File: config.mk
export PLATFORM = sky130hd
export DESIGN_NAME = mux3to1
export DESIGN_NICKNAME = d
export VERILOG_FILES = /design/src/rtl/mux3to1.sv
export SDC_FILE = /design/constraint.sdc
export NUM_CORES = 1
export LEC_CHECK = 0
export BUFFER_PORTS_ARGS = -buffer_cell sky130_fd_sc_hd__buf_2
export CAP_MARGIN = 10
export CORE_MARGIN = 3
export CORE_UTILIZATION = 36
export DETAILED_ROUTE_END_ITERATION = 12
export GPL_TIMING_DRIVEN = 0
export PLACE_DENSITY = 0.87
export SLEW_MARGIN = 20
export SYNTH_ARGS = -nofsm -noshare
export SYNTH_HDL_FRONTEND = slang
export SYNTH_SLANG_ARGS = --single-unit
File: constraint.sdc
create_clock -name clk -period 1.95 [get_ports clk]
set_input_delay 0.2925 -clock clk [delete_from_list [all_inputs] [get_ports clk]]
set_output_delay 0.2925 -clock clk [all_outputs]
set_load 0.02 [all_outputs]
File: src/rtl/mux3to1.sv
// Fetch-stage next-PC selector: combinational 3:1 mux plus a registered copy
// and a sticky flag recording that the illegal select code was ever sampled.
module mux3to1 #(
  parameter int               WIDTH     = 32,
  parameter logic [WIDTH-1:0] RESET_VAL = '0
) (
  input  logic             clk,
  input  logic             rst,
  input  logic [WIDTH-1:0] in0,
  input  logic [WIDTH-1:0] in1,
  input  logic [WIDTH-1:0] in2,
  input  logic [1:0]       sel,
  input  logic             clr_err,
  output logic [WIDTH-1:0] out,
  output logic [WIDTH-1:0] out_q,
  output logic             sel_err
);

  localparam logic [1:0] SEL_PC4    = 2'd0;
  localparam logic [1:0] SEL_JUMP   = 2'd1;
  localparam logic [1:0] SEL_BRANCH = 2'd2;
  localparam logic [1:0] SEL_ILLEGAL = 2'd3;

  logic [WIDTH-1:0] mux_d;
  logic [WIDTH-1:0] out_q_d;
  logic             sel_err_q;
  logic             sel_err_d;
  logic             illegal_sel;

  // The illegal code falls through to the sequential PC so fetch never stalls.
  always_comb begin
    mux_d = in0;
    unique case (sel)
      SEL_PC4:     mux_d = in0;
      SEL_JUMP:    mux_d = in1;
      SEL_BRANCH:  mux_d = in2;
      SEL_ILLEGAL: mux_d = in0;
      default:     mux_d = in0;
    endcase
  end

  assign out         = mux_d;
  assign illegal_sel = (sel == SEL_ILLEGAL);

  // Setting the flag takes priority over clearing it on the same edge.
  always_comb begin
    out_q_d   = mux_d;
    sel_err_d = sel_err_q;
    if (clr_err) begin
      sel_err_d = 1'b0;
    end
    if (illegal_sel) begin
      sel_err_d = 1'b1;
    end
  end

  always_ff @(posedge clk or negedge rst) begin
    if (!rst) begin
      out_q     <= RESET_VAL;
      sel_err_q <= 1'b0;
    end else begin
      out_q     <= out_q_d;
      sel_err_q <= sel_err_d;
    end
  end

  assign sel_err = sel_err_q;

endmodule

Word-level counts from Yosys, hierarchy flattened
Index checks and enable logic that the tools add are counted.

Equality and inequality tests: 3. Mux-type cells: 3. Reduce and logical (&&, ||, !) cells: 3.

Operator list (count): $pmux W32 S3 (1); $eq A2 B2 Y1 const B (2); $eq A2 B1 Y1 const B (1); $logic_not A2 Y1 (1); $mux W1 (2); $reduce_bool A2 Y1 (1); $reduce_or A2 Y1 (1).

Register bits after elaboration: 33. Input bits: 101. Output and inout bits: 65. Word-level logic and storage cells: 11.

Depth between registers and ports, before layout
Depth after elaboration: 3. Depth in mapped cells: 6. Depth with buffers taken out: 4.

Least setup slack after synthesis
OpenSTA, ideal clock, no wires.

Path kind: input to output. Start point: input sel[0]. End point: output out[29]. Arrival time: 1.245 ns. Required time: 1.657 ns. Slack: 0.413 ns. Stages on the path: 4. Path buffers: 0. Cells stage by stage: inv_1 ha_1 a22oi_1 o21ai_0.

Longest elaborated chain between the ends: 3. Elaborated cells between the ends (all ways): 6. Classes of those cells: eq/ne: 3; mux: 1; reduce/logical: 2.

RTL lines: start, declared (line 12) `input logic [1:0] sel,`; $eq A2 B2 Y1 or $logic_not A2 Y1 (tied branches) (line 33) `unique case (sel)`; $reduce_or A2 Y1 (no line); $pmux W32 S3 (*) (line 33); end, declared (line 14) `output logic [WIDTH-1:0] out,`.

Mark *: on every way between the ends. The rest lies on a longest branch, timed or not.

Final worst setup path
Start point: input sel[0]. End point: output out[4].

Same word-level chain as after synthesis.

==> metrics <==
status completed; post-CTS setup buffer count 0; Rows 22; nets 425; Worst VDD drop 0.0004749 V; CTS root buffer clkbuf_8; GR Util met2 37.42%; PwrDens 822.4 nW/um2; most used cell, CP buf_2; area delta synth->final 67.09%; grt ovf 0; Worst Tran Pin Value 0.7250 ns; first-pass GRT wire length 7.983 mm; Internal Power 1.412 mW; grt met1 use 22.04%; Synth Instances 149; Yosys reg bits 33; switching share of power 31.23%; core area 3826 um2; FF-to-FF Start sel_err; vias in the first global route 1766; CP max FO 10; Inserted Clock Buffers 5; initial antenna violation count 0; detailed-route wire length per cell 13.97 um; Final Cycle Share 92.71%; Post-DP HPWL 4.160 mm; Tmin final 1.808 ns; crit-path max cell delay 0.37 ns; Initial Utilization 39.05%; # IOs 166; worst reg-to-reg path cell count 1; share of post-route cells with drive strength above 1 57.45%; Seq pwr share 37.7%; clock power share 31.1%; # setup viols final 0; PostCTS Resize Cnt 0; fin util 65.24%; Slew Limit Fails 0; CP Class in -> out; DRT iter0 DRCs 48; leading cell type in the layout, fill and taps excluded buf_2; Setup TNS 0 ns; Hold Buf Count CTS 0; NetSw 0.6411 mW; skew final 0 ns; clock-pin slew on the worst setup and hold paths 0.06 ns; Mapped Nets 253; FF-to-FF setup slack 1.30 ns; final hold vios 0; Pre-Repair DR Iteration Count 4; total routed wirelength 5.168 mm; RSZ-0062 raised after global routing no; maxcap violations 0; part of the power in combinational logic 31.2%; Crit-path slowest cell ha_1; die area 4959 um2; clk buf depth 2; Worst Setup End Kind primary output; reg-to-reg endpoint sel_err; antenna viol nets, final 0; total track usage 20.12%; Rel. slew slack 51.67%; hold crit path type in -> async; WP data arrival 1.52 ns; GRT met3 Usage 6.475%; worst path cell trace buf_2, inv_1, ha_1, buf_4, a22oi_1, o21ai_1, buf_2; synthesis warning total 0; most frequent cells in the layout buf_2, dfrtp_1, a22oi_1, nand2_1, o21ai_1; CTS tree yes; GPL Wtd Cong 0.8389; fmax 0.5531 GHz; I/O Buffers 165; # diodes 0; Num Clock Sinks 33; syn_area_per_cell 10.03 um2; Netlist Area Pre-Place 1494 um2; vias per cell 4.865; Vias 1800; register area share after synthesis 55.28%; H-tree levels 2; largest net degree at the start of global routing 34; DRC 0; crit start category input pin; grt peak-use layer met2; die width 70.42 um; Distinct cells, synth 11; Worst-Skew Late Latency 0.27 ns; Critical Path RT 1.66 ns; P_leak 1.431 nW; Die Y 70.42 um
[synth_stat cells, drive strengths merged]
library cell / number / share of area, %
nand2: 32 / 8.0
ha: 3 / 2.5
a22oi: 32 / 16
dfrtp: 33 / 55
buf: 13 / 6.1
o21ai: 32 / 11
inv: 3 / 0.75
a21o: 1 / 0.50
[kinds of logic after synthesis]
logic type      count (synthesis)  synth area share, %
fa+ha+maj                       3                2.513
simple gates                   32                8.041
flops                          33                55.28
buf+inv                        16                6.867
compound gates                 65                27.30
[how the worst max path moves through the flow]
stage / start / end / slack [ns] / cells after the start
floorplan: sel[0] / out[29] / 0.41 / 4
global placement: sel[0] / out[10] / 0.15 / 7
detailed placement: sel[0] / out[2] / 0.12 / 7
CTS: sel[0] / out[2] / 0.12 / 7
global route: sel[0] / out[4] / 0.02 / 7
finish: sel[0] / out[4] / 0.14 / 7
[power groups by stage]
stage / clock, mW / combinational (mW) / sequential, mW
5_1_grt: 0.684 / 0.695 / 0.780
6_report: 0.639 / 0.641 / 0.774
3_5_place_dp: 0 / 0.646 / 0.787
4_1_cts: 0.659 / 0.647 / 0.774
2_1_floorplan: 0 / 0.251 / 0.885
3_3_place_gp: 0 / 0.638 / 0.783
[worst max-delay path: cells and delay by family]
family                   cells  cell delay (ns)
AO/OA/AOI/OAI                2             0.29
adder cells (fa/ha/maj)      1             0.37
buffers and inverters        4             0.56
[per-stage QoR]
| stage | instances | area (um2) | setup WS (ns) | hold WS, ns | power, mW |
|---|---|---|---|---|---|
| floorplan | 149 | 1494 | 0.4127 | -0.003091 | 1.136 |
| global placement | 362 | 2380 | 0.1542 | 0.3726 | 1.421 |
| detailed placement | 362 | 2380 | 0.1191 | 0.3828 | 1.432 |
| CTS | 370 | 2496 | 0.1200 | 0.08634 | 2.080 |
| global route | 370 | 2496 | 0.02169 | 0.1351 | 2.160 |
| finish | 370 | 2496 | 0.1421 | 0.07831 | 2.053 |
[area by class of cell]
type,instances,area (um2)
Fill cell,330,1330
Sequential cell,33,825.8
Timing Repair Buffer,165,825.8
Multi-Input combinational cell,100,565.5
Buffer,13,91.34
Clock buffer,7,86.33
Tap cell,48,60.06
Clock inverter,1,30.03
Inverter,3,11.26
[metal layers]
metal,wire (um),up-vias
met2,2727,97
met4,36,0
met5,0,-
met3,529,4
li1,-,878
met1,1874,821
[state kept, by name (all words and copies together) (netlist names)]
name / count
out_q: 32
sel_err: 1
Power figures use the tool's default switching activity.
